**config.mk**
```make
export PLATFORM = sky130hd
export DESIGN_NAME = delay_arb
export DESIGN_NICKNAME = d
export VERILOG_FILES = /design/src/rtl/pe_types.sv /design/src/rtl/rr_arb.sv /design/src/rtl/delay_arb.sv
export SDC_FILE = /design/constraint.sdc
export NUM_CORES = 1
export LEC_CHECK = 0
export CAP_MARGIN = 20
export CORE_UTILIZATION = 63
export CTS_BUF_LIST = sky130_fd_sc_hd__clkbuf_8
export DETAILED_ROUTE_END_ITERATION = 10
export DONT_BUFFER_PORTS = 1
export GPL_TIMING_DRIVEN = 0
export MAX_ROUTING_LAYER = met4
export PLACE_DENSITY = 0.87
export SLEW_MARGIN = 15
export SYNTH_ARGS = -nofsm -noshare
export SYNTH_HDL_FRONTEND = slang
export SYNTH_SLANG_ARGS = --single-unit
```
**constraint.sdc**
```tcl
create_clock -name clock -period 4.7 [get_ports clock]
set_input_delay 0.47 -clock clock [delete_from_list [all_inputs] [get_ports clock]]
set_output_delay 0.47 -clock clock [all_outputs]
set_load 0.02 [all_outputs]
```
**src/rtl/pe_types.sv**
```systemverilog
// Shared types for the PE delay-pipeline arbiter: config struct, id/pointer types,
// grant-counter width and drain FSM states.
package pe_types;

  localparam int PE_NUM_REQ      = 4;
  localparam int DELAY_ARB_CNT_W = 32;

  typedef logic [$clog2(PE_NUM_REQ)-1:0] req_id_t;
  typedef req_id_t                       rr_ptr_t;

  typedef enum logic [1:0] {
    RUN   = 2'd0,
    DRAIN = 2'd1,
    IDLE  = 2'd2
  } delay_arb_state_t;

  typedef struct packed {
    logic [7:0]  num_req;
    logic [7:0]  delay;
    logic [15:0] dev_id;
  } pe_cfg_t;

  localparam pe_cfg_t PE_CFG_DEFAULT = '{num_req: 8'd4, delay: 8'd8, dev_id: 16'h0001};

endpackage

```
**src/rtl/rr_arb.sv**
```systemverilog
// Combinational round-robin grant: first valid requester strictly after ptr,
// wrapping at NUM_REQ. Produces a one-hot (or zero) grant plus the granted id.
module rr_arb
  import pe_types::*;
#(
  parameter pe_cfg_t cfg     = PE_CFG_DEFAULT,
  parameter int      NUM_REQ = int'(cfg.num_req)
) (
  input  logic [NUM_REQ-1:0]         i_valid,
  input  logic [$clog2(NUM_REQ)-1:0] i_ptr,
  input  logic                       i_en,
  output logic [NUM_REQ-1:0]         o_grant,
  output logic [$clog2(NUM_REQ)-1:0] o_id
);

  localparam int ID_W = $clog2(NUM_REQ);

  logic            found;
  logic [ID_W-1:0] idx;

  always_comb begin
    o_grant = '0;
    o_id    = '0;
    found   = 1'b0;
    idx     = '0;
    for (int i = 1; i <= NUM_REQ; i++) begin
      idx = ID_W'((int'(i_ptr) + i) % NUM_REQ);
      if (i_en && !found && i_valid[idx]) begin
        o_grant[idx] = 1'b1;
        o_id         = idx;
        found        = 1'b1;
      end
    end
  end

endmodule

```
**src/rtl/delay_arb.sv**
```systemverilog
// Round-robin scheduler feeding a fixed-latency tagged delay pipeline, with a drain FSM.
// Optional per-requester grant counters when DELAY_ARB_STATS_EN is defined.
//   state | meaning
//   RUN   | granting requests, pipeline flowing
//   DRAIN | grants stopped, waiting for in-flight responses to leave
//   IDLE  | pipeline empty, not granting, o_drain_done high
module delay_arb
  import pe_types::*;
#(
  parameter pe_cfg_t cfg     = PE_CFG_DEFAULT,
  parameter int      NUM_REQ = int'(cfg.num_req),
  parameter int      WIDTH   = 32,
  parameter int      DELAY   = int'(cfg.delay)
) (
  input  logic                       clock,
  input  logic                       reset_n,
  input  logic [NUM_REQ-1:0]         i_req_valid,
  input  logic [NUM_REQ*WIDTH-1:0]   i_req_data,
  output logic [NUM_REQ-1:0]         o_req_ready,
  output logic                       o_rsp_valid,
  output logic [$clog2(NUM_REQ)-1:0] o_rsp_id,
  output logic [WIDTH-1:0]           o_rsp_data,
  input  logic                       i_drain_req,
`ifdef DELAY_ARB_STATS_EN
  output logic [NUM_REQ*32-1:0]      o_grant_cnt,
`endif
  output logic                       o_drain_done
);

  localparam int ID_W  = $clog2(NUM_REQ);
  localparam int CNT_W = $clog2(DELAY + 1);

  if (DELAY < 1) begin : g_bad_delay
    $fatal(1, "delay_arb: DELAY must be >= 1");
  end
  if (NUM_REQ < 2) begin : g_bad_num_req
    $fatal(1, "delay_arb: NUM_REQ must be >= 2");
  end

  delay_arb_state_t state_q, state_d;
  logic [ID_W-1:0]  ptr_q, ptr_d;
  logic [CNT_W-1:0] inflight_q, inflight_d;

  logic             stg_vld_q  [DELAY];
  logic             stg_vld_d  [DELAY];
  logic [ID_W-1:0]  stg_id_q   [DELAY];
  logic [ID_W-1:0]  stg_id_d   [DELAY];
  logic [WIDTH-1:0] stg_data_q [DELAY];
  logic [WIDTH-1:0] stg_data_d [DELAY];

  logic [NUM_REQ-1:0] grant;
  logic [ID_W-1:0]    gnt_id;
  logic               arb_en;
  logic               accept;
  logic               rsp_valid;
  logic [WIDTH-1:0]   acc_data;

  // A drain request blocks the grant in the very cycle it is first seen.
  assign arb_en = (state_q == RUN) && !i_drain_req;

  rr_arb #(
    .cfg     (cfg),
    .NUM_REQ (NUM_REQ)
  ) u_rr_arb (
    .i_valid (i_req_valid),
    .i_ptr   (ptr_q),
    .i_en    (arb_en),
    .o_grant (grant),
    .o_id    (gnt_id)
  );

  assign accept      = |grant;
  assign rsp_valid   = stg_vld_q[DELAY-1];
  assign o_req_ready = grant;
  assign o_rsp_valid = rsp_valid;
  assign o_rsp_id    = stg_id_q[DELAY-1];
  assign o_rsp_data  = stg_data_q[DELAY-1];
  assign o_drain_done = (state_q == IDLE);

  always_comb begin
    acc_data = '0;
    for (int k = 0; k < NUM_REQ; k++) begin
      if (grant[k]) acc_data = i_req_data[k*WIDTH +: WIDTH];
    end
  end

  // Empty slots carry zero id/data so the output is zero whenever it is invalid.
  always_comb begin
    stg_vld_d[0]  = accept;
    stg_id_d[0]   = accept ? gnt_id : '0;
    stg_data_d[0] = accept ? acc_data : '0;
    for (int k = 1; k < DELAY; k++) begin
      stg_vld_d[k]  = stg_vld_q[k-1];
      stg_id_d[k]   = stg_id_q[k-1];
      stg_data_d[k] = stg_data_q[k-1];
    end
  end

  always_comb begin
    state_d    = state_q;
    ptr_d      = accept ? gnt_id : ptr_q;
    inflight_d = inflight_q;
    case ({accept, rsp_valid})
      2'b10:   inflight_d = inflight_q + CNT_W'(1);
      2'b01:   inflight_d = inflight_q - CNT_W'(1);
      default: inflight_d = inflight_q;
    endcase
    case (state_q)
      RUN:     if (i_drain_req) state_d = DRAIN;
      DRAIN:   if ((inflight_q == '0) && !rsp_valid) state_d = IDLE;
      IDLE:    if (!i_drain_req) state_d = RUN;
      default: state_d = RUN;
    endcase
  end

  always_ff @(posedge clock or negedge reset_n) begin
    if (!reset_n) begin
      state_q    <= RUN;
      ptr_q      <= ID_W'(NUM_REQ - 1);
      inflight_q <= '0;
      for (int k = 0; k < DELAY; k++) begin
        stg_vld_q[k]  <= 1'b0;
        stg_id_q[k]   <= '0;
        stg_data_q[k] <= '0;
      end
    end else begin
      state_q    <= state_d;
      ptr_q      <= ptr_d;
      inflight_q <= inflight_d;
      for (int k = 0; k < DELAY; k++) begin
        stg_vld_q[k]  <= stg_vld_d[k];
        stg_id_q[k]   <= stg_id_d[k];
        stg_data_q[k] <= stg_data_d[k];
      end
    end
  end

  a_inflight_ovf: assert property (@(posedge clock) disable iff (!reset_n)
    (accept && !rsp_valid) |-> (inflight_q != CNT_W'(DELAY)));
  a_inflight_udf: assert property (@(posedge clock) disable iff (!reset_n)
    (rsp_valid && !accept) |-> (inflight_q != '0));

`ifdef DELAY_ARB_STATS_EN
  logic [DELAY_ARB_CNT_W-1:0] gcnt_q [NUM_REQ];
  logic [DELAY_ARB_CNT_W-1:0] gcnt_d [NUM_REQ];

  always_comb begin
    for (int k = 0; k < NUM_REQ; k++) begin
      gcnt_d[k] = gcnt_q[k];
      if (grant[k] && (gcnt_q[k] != '1)) gcnt_d[k] = gcnt_q[k] + DELAY_ARB_CNT_W'(1);
    end
  end

  always_ff @(posedge clock or negedge reset_n) begin
    if (!reset_n) begin
      for (int k = 0; k < NUM_REQ; k++) gcnt_q[k] <= '0;
    end else begin
      for (int k = 0; k < NUM_REQ; k++) gcnt_q[k] <= gcnt_d[k];
    end
  end

  always_comb begin
    o_grant_cnt = '0;
    for (int k = 0; k < NUM_REQ; k++) o_grant_cnt[k*32 +: 32] = gcnt_q[k];
  end
`endif

endmodule

```
==> reports/results.txt, run 1 <==
Met1 Usage GRT: 32.3%
Total length of routed wires: 17.1 mm
Fraction of layout cells with a size suffix above 1: 16.7%
Signal arrival time at the worst endpoint: 4.87 ns
Final number of setup-violating endpoints: 0
Number of global-route vias before repair: 4924
Final period demand of the worst path: 4.46 ns
Clock latency reported for the late side of the worst-skew pair: 0.53 ns
Endpoint kind of the worst setup timing path: flop
Largest net degree at the start of global routing: 289
Seq pwr share: 53.0%
CTS Buffer Depth: 3
M2 GR Usage: 39.1%
Yosys top cell area share: 78.5%
Number of distinct library cells after synthesis: 47
Detailed router's first-iteration violation count: 385
Psw: 0.00156 W
Switching power as a share of total power: 26.5%
Average cell area after synthesis: 16.4 sq um
Mapped Nets: 700
Router iterations before antenna repair: 5
Total placed instance area: 9340 sq um
Antenna fix cells: 0
Width of the die: 122 microns
Top cell type by total area after synthesis: dfrtp_1
Total DRC errors in the routed layout: 0
CTS tree: built
Clock tree root driver cell: clkbuf_8
Weighted congestion at the end of routability-driven global placement: 0.940
Hold/Removal Path Class: in -> async
Total number of placement rows: 43
Max-Slew Margin vs Limit: 57.2%
Power density of the placed cells: 575 nW/um^2
Antenna violations before repair: 0
Share of the yosys chip area belonging to registers: 79.1%
Clk sink count: 288
Final routed wire length divided by cell count: 21.1 microns
Final-report max-slew violation count: 0
Number of instances in the synthesized netlist: 554
Final instance area: 10200 sq um
Maximum clock frequency: 224 MHz
Total Negative Setup Slacks: 0 ns
Period utilization: 95.0%
Leakage power total: 5.19 nW
Most frequent cells in the layout: dfrtp_1, clkbuf_8, nor2_1, a21oi_1, nand3_1
First-pass GRT wire length: 26.5 mm
All-layer global routing usage: 25.1%
Area enclosed by the die boundary: 14900 sq um
Peak supply drop: 0.000286 V
Vias: 4780
Clock group share of total power: 33.6%
Most congested layer reported by global routing: met2
Failing checks: negative hold slack
Routed via count divided by cell count: 5.88
Total power: 0.00589 W
Internal power summed over all cells: 0.00433 W
Synthesized area: 9110 sq um
H-tree depth: 2
Commonest register cell after synthesis: dfrtp_1
Worst Max-Slew Pin Slew: 0.642 ns
Most frequent standard cell in the layout excluding fill and tap cells: dfrtp_1
Post-synth EDFFs: 0
Die boundary height: 122 microns
Total Nets Final: 746
Crit Path Class: reg -> reg
Remaining global-route overflow: 0
Crit. Startpoint: ptr_q[1]
Crit-path max FO: 9
Run status: complete, but fails checks
Source of the worst register-to-register timing path: ptr_q[1]
Count of fill cells added during filler insertion: 816
Number of buffers added by the clock tree synthesis step: 42
Worst hold-check slack: -0.373 ns
Buffers on Ports: 0
Final antenna-violating net count: 0
Number of warning messages in the yosys log: 0
Fraction of met3 tracks used by global routing: 6.18%
Detailed placement HPWL: 11.1 mm
Setup slack, reg-to-reg: 0.24 ns
Starting utilization of the core area: 65.1%
Clock transition time at the flip-flop clock pins of the worst setup and hold paths: 0.08 ns
Sort of element at the start of the critical path: flop
Gate power share: 13.4%
Number of maximum-capacitance violations: 0
Core Area: 14000 sq um
Number of endpoints with negative hold slack in the final report: 288
Data required time of the critical path: 5.10 ns
Area growth, synth to finish: 12.5%
Number of storage elements in the synthesis netlist: 288
Share of async-settable or async-resettable flops after synthesis: 100%
Clock skew: 0.0197 ns
I/O pin count: 175
Cell types with the largest area share after synthesis: dfrtp_1, a2bb2oi_1, o22ai_2, a21oi_1, nand3_1
Unrepaired setup endpoints after global routing: no
## power groups by stage
stage,sequential [W],clock (W),combinational (W)
floorplan,0.00309,0,0.000607
global placement,0.00313,0,0.000721
detailed placement,0.00317,0,0.000758
CTS,0.00313,0.00204,0.000762
global route,0.00317,0.00215,0.000857
finish,0.00312,0.00198,0.000789
## logic make-up (layout without fill, tap and decap cells)
family,Yosys count,in the layout,synth area share (%)
adder cells (fa/ha/maj),11,11,1.51
multiplexers,8,8,1.44
flip-flops,288,288,79.1
AO/OA/AOI/OAI,119,119,10.8
AND/OR/NAND/NOR,89,89,4.90
XOR/XNOR,5,5,0.481
buffers and inverters,34,113,1.76
## state kept, by name, indices dropped and copies added, names as in the netlist
register     flops
ptr_q            2
stg_vld_d        7
inflight_q       4
state_q          2
o_rsp_id         2
o_rsp_data      32
stg_data_d     224
o_rsp_valid      1
stg_id_d        14
## through the flow
stage	std cells	setup slack (ns)	util (%)	hold slack, ns
floorplan	554	0.611	-	0.174
global placement	734	0.126	66.7	0.179
detailed placement	734	-0.0796	66.7	0.179
CTS	811	0.0253	73.0	-0.403
global route	813	0.0202	73.2	-0.412
finish	813	0.236	73.2	-0.373
## worst max-delay path: stages, from the launching register on
cell     delay [ns]
dfstp_2        0.65
inv_1          0.18
ha_1           0.42
mux4_2         0.65
a221o_1        0.44
a32oi_4        0.36
inv_2          0.16
nor4_4         0.38
ha_2           0.30
xor2_1         0.09
ha_1           0.19
a21oi_1        0.17
xor2_1         0.17
nor2_1         0.06
xor2_1         0.14
## Yosys cell counts, drive strengths merged, types with 2 or more instances
master	n
a221o	3
a2bb2oi	32
nor2	36
a211oi	2
buf	5
dfstp	2
nand3	33
dfrtp	286
o21ai	4
nand2	5
o22ai	32
ha	11
mux2i	3
nand2b	2
a21oi	35
a32oi	3
nor2b	2
nor4	2
xor2	4
nor3b	2
clkbuf	21
mux4	4
inv	8
a21o	2
## timing repair
item                       CTS  global route
buffers inserted             0             2
hold endpoints to repair   288           288
setup endpoints to repair    2             3
resized for setup            1             2
gates cloned                 0             0
pin swaps                    0             1
## final timing paths
check,end,depth (start not counted)
max in group asynchronous,stg_data_d[122],0
min in group clock,state_q[1],2
min reg2reg,stg_data_d[142],0
max,inflight_q[2],14
max reg2reg,inflight_q[2],14
min,stg_data_d[82],0
## per-layer routing
metal	vias to the layer above	wire length (microns)	part of all wire (%)
met4	0	543	3.2
met1	2411	6740	39
met5	-	0	0
li1	2037	-	-
met2	277	8520	50
met3	55	1320	7.7
## cell type report
class	instances	area, sq um	area share (%)
buffer	26	128	1.25
clock buffer	54	743	7.25
clock inverter	23	131	1.28
inverter	8	32.5	0.317
multi-input combinational	232	1760	17.2
sequential	288	7210	70.4
tap	180	225	2.20
timing repair buffer	2	15.0	0.147
Power figures use the tool's default switching activity.
==> run 2, diff against run 1 <==
Settings changed: GPL_ROUTABILITY_DRIVEN set to 0.
==> run 2 against run 1 <==
The flow still finishes with violations (negative hold slack). Utilization decreased by 0.49 points. Worst setup slack got worse by 0.085 ns. Hold slack improved by 0.022 ns. Largest cell class unchanged. Count of clock-buffer cells in the layout decreased by 4. Sequential cell count unchanged. Total power decreased by 2.9%. Combinational power increased by 5.3%. Register-to-register slack got worse by 0.08 ns. Clock skew decreased by 0.011 ns. Critical path depth increased by 1. Via count about the same. Die area unchanged. Critical endpoint unchanged.
==> reports/results.txt, run 2 (same netlist as run 1, synthesis figures left out) <==
Run status: complete, but fails checks (unchanged)
Failing checks: negative hold slack (unchanged)
Area enclosed by the die boundary: 14900 sq um (unchanged)
Largest net degree at the start of global routing: 289 (unchanged)
Clock skew: 0.00859 ns (was 0.0197 ns)
Crit Path Class: reg -> reg (unchanged)
Number of maximum-capacitance violations: 0 (unchanged)
Clock tree root driver cell: clkbuf_8 (unchanged)
Detailed placement HPWL: 10.9 mm (was 11.1 mm)
All-layer global routing usage: 23.6% (was 25.1%)
Number of buffers added by the clock tree synthesis step: 42 (unchanged)
Routed via count divided by cell count: 5.90 (was 5.88)
Final routed wire length divided by cell count: 19.9 microns (was 21.1 microns)
First-pass GRT wire length: 25.0 mm (was 26.5 mm)
Max-Slew Margin vs Limit: 55.0% (was 57.2%)
Final period demand of the worst path: 4.55 ns (was 4.46 ns)
Power density of the placed cells: 562 nW/um^2 (was 575 nW/um^2)
Signal arrival time at the worst endpoint: 4.96 ns (was 4.87 ns)
Number of global-route vias before repair: 4967 (was 4924)
Period utilization: 96.8% (was 95.0%)
Maximum clock frequency: 220 MHz (was 224 MHz)
Total DRC errors in the routed layout: 0 (unchanged)
Buffers on Ports: 0 (unchanged)
Antenna fix cells: 0 (unchanged)
Area growth, synth to finish: 11.7% (was 12.5%)
Core Area: 14000 sq um (unchanged)
Final antenna-violating net count: 0 (unchanged)
Endpoint kind of the worst setup timing path: flop (unchanged)
Router iterations before antenna repair: 6 (was 5)
Die boundary height: 122 microns (unchanged)
Data required time of the critical path: 5.11 ns (was 5.10 ns)
Most frequent standard cell in the layout excluding fill and tap cells: dfrtp_1 (unchanged)
Detailed router's first-iteration violation count: 390 (was 385)
Clock latency reported for the late side of the worst-skew pair: 0.52 ns (was 0.53 ns)
Width of the die: 122 microns (unchanged)
CTS Buffer Depth: 3 (unchanged)
Placed insts: 734 (unchanged)
Total number of placement rows: 43 (unchanged)
Worst Max-Slew Pin Slew: 0.675 ns (was 0.642 ns)
CTS tree: built (unchanged)
Antenna violations before repair: 0 (unchanged)
Max FFs per register: 224 (unchanged)
Filler-free cell count of the finished design: 810 (was 813)
Clk sink count: 288 (unchanged)
Total length of routed wires: 16.1 mm (was 17.1 mm)
Number of endpoints with negative hold slack in the final report: 288 (unchanged)
Sort of element at the start of the critical path: flop (unchanged)
Starting utilization of the core area: 65.1% (unchanged)
H-tree depth: 2 (unchanged)
Final-report max-slew violation count: 0 (unchanged)
Final number of setup-violating endpoints: 0 (unchanged)
Most frequent cells in the layout: dfrtp_1, clkbuf_8, nor2_1, a21oi_1, nand3_1 (unchanged)
Clock transition time at the flip-flop clock pins of the worst setup and hold paths: 0.06 ns (was 0.08 ns)
Peak supply drop: 0.000365 V (was 0.000286 V)
Remaining global-route overflow: 0 (unchanged)
Worst hold-check slack: -0.351 ns (was -0.373 ns)
Vias: 4776 (was 4780)
Fraction of layout cells with a size suffix above 1: 16.0% (was 16.7%)
Hold/Removal Path Class: in -> async (unchanged)
I/O pin count: 175 (unchanged)
Total power: 0.00572 W (was 0.00589 W)
Crit-path max FO: 9 (unchanged)
Leakage power total: 5.18 nW (was 5.19 nW)
Total Nets Final: 749 (was 746)
run 2: what timing repair did:
item | CTS | global route
setup endpoints to repair | 1 | 3
endpoints found under the hold margin | 288 | 288
setup buffers | 0 | 6
pin swaps | 0 | 2
gates resized for setup | 1 | 2
run 2: layer usage:
layer,part of all wire [%],routed length [microns],global-route usage (%)
met1,37,6030,28.7
met2,50,8090,36.2
met3,7.6,1220,5.07
met4,4.9,797,14.8
met5,0,0,-
run 2: path summary, 6_finish.rpt:
path	end	depth (start not counted)	slack, ns	from
setup / recovery	inflight_q[2]	15	0.15	ptr_q[0]
hold / removal	o_rsp_data[20]	0	-0.35	reset_n
setup reg to reg	inflight_q[2]	15	0.15	ptr_q[0]
hold reg to reg	o_rsp_valid	0	0.34	stg_vld_d[0]
max in group asynchronous	ptr_q[1]	0	4.78	reset_n
min in group clock	state_q[1]	2	0.09	i_drain_req
run 2: power breakdown:
part	switching [W]	internal, W	total, W
Sequential	0.000217	0.00290	0.00312
Combinational	0.000479	0.000352	0.000831
Clock	0.000810	0.000961	0.00177
Total	0.00151	0.00421	0.00572
run 2: cell type report:
cell class                 count  area [sq um]
buffer                        25           124
clock buffer                  50           688
clock inverter                21          91.3
fill                         827          3810
inverter                       8          32.5
multi-input combinational    232          1760
sequential                   288          7210
tap                          180           225
timing repair buffer           6          45.0
run 2: worst max-delay path, cell delays in order (launching register included):
cell     delay (ns)
dfstp_2        0.60
buf_6          0.17
inv_1          0.10
ha_1           0.39
mux4_2         0.63
a221o_1        0.42
a32oi_4        0.33
inv_2          0.16
nor4_4         0.42
ha_2           0.32
xor2_1         0.09
ha_1           0.19
a21oi_1        0.16
xor2_1         0.23
nor2_1         0.08
xor2_1         0.14
run 2: stage by stage:
step	setup TNS, ns	util, %	worst slack [ns]	hold WS [ns]	cell area [sq um]
5_1_grt	-0.0192	72.8	-0.0192	-0.392	10200
3_3_place_gp	0	66.7	0.154	0.179	9340
4_1_cts	0	72.4	0.0258	-0.384	10100
6_report	0	72.8	0.152	-0.351	10200
2_1_floorplan	0	-	0.611	0.174	9110
3_5_place_dp	-0.0735	66.7	-0.0735	0.180	9340
==> run 3, diff against run 2 <==
Settings changed: SKIP_LAST_GASP set to 1.
==> results of run 3 <==
No change in the layout: final DEF, timing and power equal those of run 2.
